File: config.mk
export PLATFORM = sky130hd
export DESIGN_NAME = slow_clock_monitor_flat
export DESIGN_NICKNAME = d
export VERILOG_FILES = /design/src/rtl/slow_clock_monitor_if.sv /design/src/rtl/slow_clock_monitor.sv /design/src/flat_wrapper.sv
export SDC_FILE = /design/constraint.sdc
export NUM_CORES = 1
export LEC_CHECK = 0
export ABC_AREA = 0
export BUFFER_PORTS_ARGS = -buffer_cell sky130_fd_sc_hd__buf_4
export CORE_ASPECT_RATIO = 1.2
export CORE_MARGIN = 2
export CORE_UTILIZATION = 35
export DETAILED_ROUTE_END_ITERATION = 6
export MAX_ROUTING_LAYER = met4
export REMOVE_ABC_BUFFERS = 1
export SETUP_SLACK_MARGIN = 0.4
export SLEW_MARGIN = 20
export SYNTH_ARGS = -nofsm -noshare
export SYNTH_HDL_FRONTEND = slang
export SYNTH_SLANG_ARGS = --single-unit
File: constraint.sdc
create_clock -name clk -period 4.4 [get_ports clk]
set_input_delay 0.44 -clock clk [delete_from_list [all_inputs] [get_ports clk]]
set_output_delay 0.44 -clock clk [all_outputs]
set_load 0.02 [all_outputs]
File: src/rtl/slow_clock_monitor_if.sv
// Purpose: bundles the slow-clock input with the tick/period/status outputs of the monitor.
// Latency: none, wiring only.
// Backpressure: none; every output is a pulse or level that consumers sample as needed.
interface slow_clock_monitor_if #(
  parameter int CNT_W = 27
);
  logic             slow_in;
  logic             tick;
  logic [CNT_W-1:0] period;
  logic             period_valid;
  logic             running;
  logic             timeout;

  // Monitor side: consumes the divided clock, drives tick and measurements.
  modport master (
    input  slow_in,
    output tick,
    output period,
    output period_valid,
    output running,
    output timeout
  );

  // Consumer side: supplies the divided clock, uses tick as a clock enable.
  modport slave (
    output slow_in,
    input  tick,
    input  period,
    input  period_valid,
    input  running,
    input  timeout
  );
endinterface

File: src/rtl/slow_clock_monitor.sv
// Purpose: synchronize a slow divided clock, emit a tick per rising edge, measure its period, flag stalls.
// Latency: tick and period_valid appear the cycle after edge k+SYNC_STAGES when slow_in is first sampled high at edge k.
// Backpressure: none; tick/period_valid are single-cycle pulses, timeout/running are levels.
module slow_clock_monitor #(
  parameter int SYNC_STAGES = 2,
  parameter int CNT_W       = 27,
  parameter int TIMEOUT     = 110_000_000
) (
  input  logic                  clk,
  input  logic                  rst,
  slow_clock_monitor_if.master  mon
);

  typedef enum logic [1:0] {
    WAIT = 2'd0,
    RUN  = 2'd1,
    TOUT = 2'd2
  } state_t;

  // Last count value before the stall is declared.
  localparam logic [CNT_W-1:0] TO_LAST = CNT_W'(TIMEOUT - 1);

  logic [SYNC_STAGES-1:0] sync_q;
  logic                   prev_q;
  logic                   rise;

  state_t                 state_q, state_d;
  logic [CNT_W-1:0]       cnt_q, cnt_d;
  logic [CNT_W-1:0]       period_q, period_d;
  logic                   tick_q;
  logic                   pv_q, pv_d;

  // Synchronizer chain plus one extra flop for edge detection.
  always_ff @(posedge clk or negedge rst) begin
    if (!rst) begin
      sync_q <= '0;
      prev_q <= 1'b0;
    end else begin
      sync_q <= {sync_q[SYNC_STAGES-2:0], mon.slow_in};
      prev_q <= sync_q[SYNC_STAGES-1];
    end
  end

  assign rise = sync_q[SYNC_STAGES-1] & ~prev_q;

  // State, interval counter, measured period and registered pulses.
  always_ff @(posedge clk or negedge rst) begin
    if (!rst) begin
      state_q  <= WAIT;
      cnt_q    <= '0;
      period_q <= '0;
      tick_q   <= 1'b0;
      pv_q     <= 1'b0;
    end else begin
      state_q  <= state_d;
      cnt_q    <= cnt_d;
      period_q <= period_d;
      tick_q   <= rise;
      pv_q     <= pv_d;
    end
  end

  // Next-state logic: a rise always wins over a coincident timeout.
  always_comb begin
    state_d  = state_q;
    cnt_d    = cnt_q + CNT_W'(1);
    period_d = period_q;
    pv_d     = 1'b0;
    case (state_q)
      WAIT: begin
        if (rise) begin
          state_d = RUN;
          cnt_d   = '0;
        end else if (cnt_q == TO_LAST) begin
          state_d = TOUT;
        end
      end
      RUN: begin
        if (rise) begin
          // cnt counts from 0 after the previous rise, so the interval is cnt+1.
          period_d = cnt_q + CNT_W'(1);
          pv_d     = 1'b1;
          cnt_d    = '0;
        end else if (cnt_q == TO_LAST) begin
          state_d = TOUT;
        end
      end
      TOUT: begin
        // Counter frozen so it cannot wrap; the interval ending at recovery is discarded.
        cnt_d = cnt_q;
        if (rise) begin
          state_d = RUN;
          cnt_d   = '0;
        end
      end
      default: begin
        state_d = WAIT;
        cnt_d   = '0;
      end
    endcase
  end

  assign mon.tick         = tick_q;
  assign mon.period       = period_q;
  assign mon.period_valid = pv_q;
  assign mon.running      = (state_q == RUN);
  assign mon.timeout      = (state_q == TOUT);

endmodule

File: src/flat_wrapper.sv
// flat-port wrapper written by rule: the top's interface ports become plain ports
module slow_clock_monitor_flat 
#(
  parameter int SYNC_STAGES = 2,
  parameter int CNT_W       = 27,
  parameter int TIMEOUT     = 110_000_000
)
  (clk, rst, mon_slow_in, mon_tick, mon_period, mon_period_valid, mon_running, mon_timeout);
  slow_clock_monitor_if #(.CNT_W(CNT_W)) mon_i ();
  input  logic clk;
  input  logic rst;
  input wire logic [$bits(mon_i.slow_in)-1:0] mon_slow_in;
  output wire logic [$bits(mon_i.tick)-1:0] mon_tick;
  output wire logic [$bits(mon_i.period)-1:0] mon_period;
  output wire logic [$bits(mon_i.period_valid)-1:0] mon_period_valid;
  output wire logic [$bits(mon_i.running)-1:0] mon_running;
  output wire logic [$bits(mon_i.timeout)-1:0] mon_timeout;
  assign mon_i.slow_in = mon_slow_in;
  assign mon_tick = mon_i.tick;
  assign mon_period = mon_i.period;
  assign mon_period_valid = mon_i.period_valid;
  assign mon_running = mon_i.running;
  assign mon_timeout = mon_i.timeout;
  slow_clock_monitor #(.SYNC_STAGES(SYNC_STAGES), .CNT_W(CNT_W), .TIMEOUT(TIMEOUT)) u_core (.clk(clk), .rst(rst), .mon(mon_i));
endmodule
# Word-level counts from Yosys, hierarchy flattened
# Index checks and enable logic that the tools add are counted.
# classes
shifts	0
n_addsub	1
muxes	10
div_mod_pow	0
eq_ne	5
n_bitwise	2
n_reduce_logical	4
multipliers	0
magnitude_cmp	0
# ops
op	n
2-to-1 mux 27 bit	2
one-hot mux 27 bit (2 select lines)	1
adder 27 x 1 -> 27 bit (second input constant)	1
equality test 27 bit (second input constant)	1
2-to-1 mux 2 bit	4
one-hot mux 2 bit (3 select lines)	1
AND reduction 2 bit	2
equality test 2 x 1 -> 1 bit (second input constant)	1
equality test 2 bit (second input constant)	1
zero test 2 bit	1
2-to-1 mux 1 bit	2
!= test 2 x 1 -> 1 bit (second input constant)	1
!= test 2 bit (second input constant)	1
OR reduction 2 bit	1
bitwise AND 1 bit	1
NOT 1 bit	1
# word_totals
input_bits	3
latchBits	0
mem_bits_ro	0
ff_bits	61
ram_bits	0
elab_cells	29
memories	0
output_inout_bits	31

# Logic depth before layout (Yosys ltp)
# logic_depth
word_depth	4
mapped_depth	7
mapped_depth_nobuf	5

# Worst setup path after synthesis
# No wires, ideal clock.
# synth_timing
path_kind	reg2reg
startpoint	reg u_core.cnt_q[0]
endpoint	reg u_core.period_q[24] (netlist: u_core.mon.period[24])
t_arrival_ns	1.867
path_stages_with_launch	6
setup_time_ns	0.082
n_path_buf	0
setup_slack_ns	2.451
cell_sequence	dfrtp_1 -> ha_1 -> nand3_1 -> or3_1 -> or4_1 -> a31oi_1
# synth_via
elab_chain_cells	1
# synth_lines
item	line_no	rtl
from (decl)	slow_clock_monitor.sv:28	logic [CNT_W-1:0] cnt_q, cnt_d;
from (signal assigned)	slow_clock_monitor.sv:56	cnt_q <= cnt_d;
adder 27 x 1 -> 27 bit	slow_clock_monitor.sv:81	period_d = cnt_q + CNT_W'(1);
to (signal assigned)	slow_clock_monitor.sv:57	period_q <= period_d;
to (decl)	slow_clock_monitor.sv:29	logic [CNT_W-1:0] period_q, period_d;
# Every way passes these cells.
# A chain may end at the register's enable or synchronous reset.

# Worst setup path in the final report
# layout_timing
startpoint	reg u_core.state_q[1]
endpoint	reg u_core.period_q[17] (netlist: u_core.mon.period[17])
# layout_via
elab_chain_cells	2
# layout_lines
item	line_no	rtl
from (decl)	slow_clock_monitor.sv:27	state_t state_q, state_d;
from (signal assigned)	slow_clock_monitor.sv:55	state_q <= state_d;
equality test 2 x 1 -> 1 bit	slow_clock_monitor.sv:69	case (state_q)
AND reduction 2 bit (no line)	n/a	
# Every way passes these cells.

==> summary.md <==
| Metric | Value |
|---|---|
| Status | complete, no violations |
| Synth async-reset ratio | 100% |
| Design area | 0.00366 mm2 |
| First-pass GRT wire length | 13800 um |
| Layout cells sized above 1 | 13.3% |
| Clock-pin transition on the worst setup and hold timing paths | 0.07 ns |
| Cts hold-fix bufs | 0 |
| DR pass1 iterations | 5 |
| VDD IR max | 0.193 mV |
| H-Tree Depth | 3 |
| FP Rows | 38 |
| Crit-path slowest cell | nand4bb_1 |
| TritonCTS clock tree | yes |
| Placeable Area | 0.00899 mm2 |
| Post-CTS sizing | 0 |
| Hold Vio Cnt, Final | 0 |
| Post-synth EDFFs | 0 |
| Max cap viols | 0 |
| Ordered list of cells on the worst path | nand4bb_1, inv_1, o211ai_1, nand3_1 |
| Finish-stage setup viols | 0 |
| Crit end category | register |
| PD cells | 338 mW/mm2 |
| Fill count | 881 |
| Predominant post-synthesis flop cell | dfrtp_1 |
| Total CTS buffers | 9 |
| Post-route ant nets | 0 |
| GPL Wtd Cong | 0.918 |
| Unrepaired setup endpoints after global routing | false |
| Buffers added on ports | 33 |
| Number of antenna repair diodes | 0 |
| Final #Nets | 376 |
| Syn avg cell area | 8.95 um2 |
| WP data arrival | 2.77 ns |
| Slew HR | 35.2% |
| Worst skew pair latency | 0.34 ns |
| DRC | 0 |
| Initial antenna violation count | 0 |
| Worst path required time | 4.68 ns |
| Post-CTS Setup Bufs | 0 |
| Combined area of all synthesized cells | 0.00322 mm2 |
| Cell variety after synth | 43 |
| Slew Viols, Final | 0 |
| Leakage power | 1.48 nW |
| Worst setup SP type | register |
| Die ar. | 0.00999 mm2 |
| Max Clk Rate | 401 MHz |
| CTS Root Cell | clkbuf_8 |
| Crit share post-route | 56.6% |
| Avg WL per Cell | 16.9 um |
| Setup TNS Final | 0 ns |
| Clk sinks | 61 |
| Vias in the first global route | 2682 |
| Die width | 91.6 um |
| Total gr overflow | 0 |
| Largest net degree at the start of global routing | 62 |
| Worst Hold Class | primary input to async pin |
| Slew @ Worst Pin | 0.967 ns |
| Sequential fraction of the synthesis area | 47.4% |
| CTS Buffer Depth | 2 |
| CP peak stage delay | 0.84 ns |
| All-Layer GR Usage | 18.3% |
| Clock period minus worst slack | 2.49 ns |
| Placed Area | 0.00350 mm2 |
| Drt first-iter violations | 250 |
| Final WL | 8390 um |
| Mapped Cells | 360 |
| Initial core utilization | 35.9% |
| Critical path class | register to register |
| Flops & latches, synth | 61 |
| Detail Placement HPWL | 5590 um |
| Area delta synth->final | 13.5% |
| Yosys Warn Count | 0 |
| Vias per cell | 5.60 |
| Die Ht | 109 um |
| CP Max Fanout | 21 |
| IO Pins | 34 |
| Via count | 2777 |
| Worst reg-to-reg path cell count | 4 |
| Final worst clock skew | 0.00922 ns |
[layer usage]
| metal | global-route usage [%] | vias up | share of wire [%] |
|---|---|---|---|
| met5 | - | - | 0 |
| met4 | 8.98 | 0 | 2.4 |
| met3 | 3.18 | 17 | 4.3 |
| met2 | 29.1 | 86 | 49 |
| met1 | 22.6 | 1323 | 45 |
| li1 | - | 1351 | - |
[cells in the final DEF (no fill, tap or decap), types with 5 or more instances in the layout]
master,instances
a31oi_1,17
xnor2_1,14
and3_1,5
buf_4,34
o21ai_0,38
nor3_1,15
and4_1,5
nand3_1,16
or3_1,10
clkbuf_8,10
nand4_1,13
or4_1,8
nor4_1,6
nor2_1,21
a21oi_1,6
a22o_1,6
inv_1,9
o31ai_1,8
nand2_1,35
dfrtp_1,61
[stage by stage]
step	hold WS (ns)	util, %	cells	total power [mW]	worst slack (ns)
2_1_floorplan	0.144	-	327	0.739	2.14
3_3_place_gp	0.339	38.9	481	0.818	2.03
3_5_place_dp	0.346	38.9	481	0.822	1.88
4_1_cts	0.190	40.7	496	1.25	1.85
5_1_grt	0.196	40.7	496	1.30	1.55
6_report	0.172	40.7	496	1.24	1.91
[power by group]
group	switching [mW]	internal [mW]	leakage (nW)
Sequential	0.0382	0.600	0.813
Combinational	0.104	0.0669	0.585
Clock	0.213	0.215	0.0833
Total	0.356	0.882	1.48
[cell type report]
class | instances | area (um2) | area share (%)
Clock buffer | 13 | 149 | 4.07
Clock inverter | 2 | 10.0 | 0.274
Inverter | 10 | 37.5 | 1.03
Multi-Input combinational cell | 256 | 1530 | 41.8
Sequential cell | 61 | 1530 | 41.7
Tap cell | 120 | 150 | 4.11
Timing Repair Buffer | 34 | 255 | 6.98
[worst max-delay path, delay by kind of cell (launching register included)]
kind,cells,cell delay (ns)
buffers and inverters,1,0.81
AOI/OAI and AO/OA,1,0.18
DFF,1,0.48
and+or+nand+nor,2,0.96
[Yosys cell counts, types with 9 or more instances]
| cell | number | area, um2 |
|---|---|---|
| or3_1 | 10 | 62.6 |
| xnor2_1 | 14 | 123 |
| a31oi_1 | 17 | 106 |
| clkbuf_1 | 23 | 86.3 |
| nand2_1 | 35 | 131 |
| o21ai_0 | 38 | 190 |
| nand4_1 | 13 | 81.3 |
| dfrtp_1 | 61 | 1530 |
| inv_1 | 9 | 33.8 |
| nor2_1 | 22 | 82.6 |
| nand3_1 | 16 | 80.1 |
| buf_2 | 10 | 50.1 |
| nor3_1 | 16 | 80.1 |
[flip-flops by register name (all words and copies together) (netlist names)]
| register | flops |
|---|---|
| u_core.state_q | 2 |
| u_core.cnt_q | 27 |
| u_core.sync_q | 2 |
| u_core.mon.period_valid | 1 |
| u_core.mon.period | 27 |
| u_core.prev_q | 1 |
| u_core.mon.tick | 1 |
[final timing paths]
| check | start | end | slack, ns |
|---|---|---|---|
| max in group asynchronous | rst | u_core.cnt_q[22] | 3.70 |
| worst min-delay path | rst | u_core.mon.period[0] | 0.17 |
| min in group clk | mon_slow_in | u_core.sync_q[0] | 0.21 |
| worst min register to register | u_core.sync_q[0] | u_core.sync_q[1] | 0.36 |
| worst max-delay path | u_core.state_q[1] | u_core.mon.period[17] | 1.91 |
| worst max register to register | u_core.state_q[1] | u_core.mon.period[17] | 1.91 |
[cell families (layout without fill, tap and decap cells)]
family | count (synthesis) | in the layout | share of synthesized area (%)
buf+inv | 43 | 59 | 5.40
compound gates | 92 | 92 | 18.0
xor+xnor | 14 | 14 | 3.81
flops | 61 | 61 | 47.4
simple gates | 149 | 149 | 25.0
fa+ha+maj | 1 | 1 | 0.388
No activity file was read; power rests on OpenSTA's default activity.
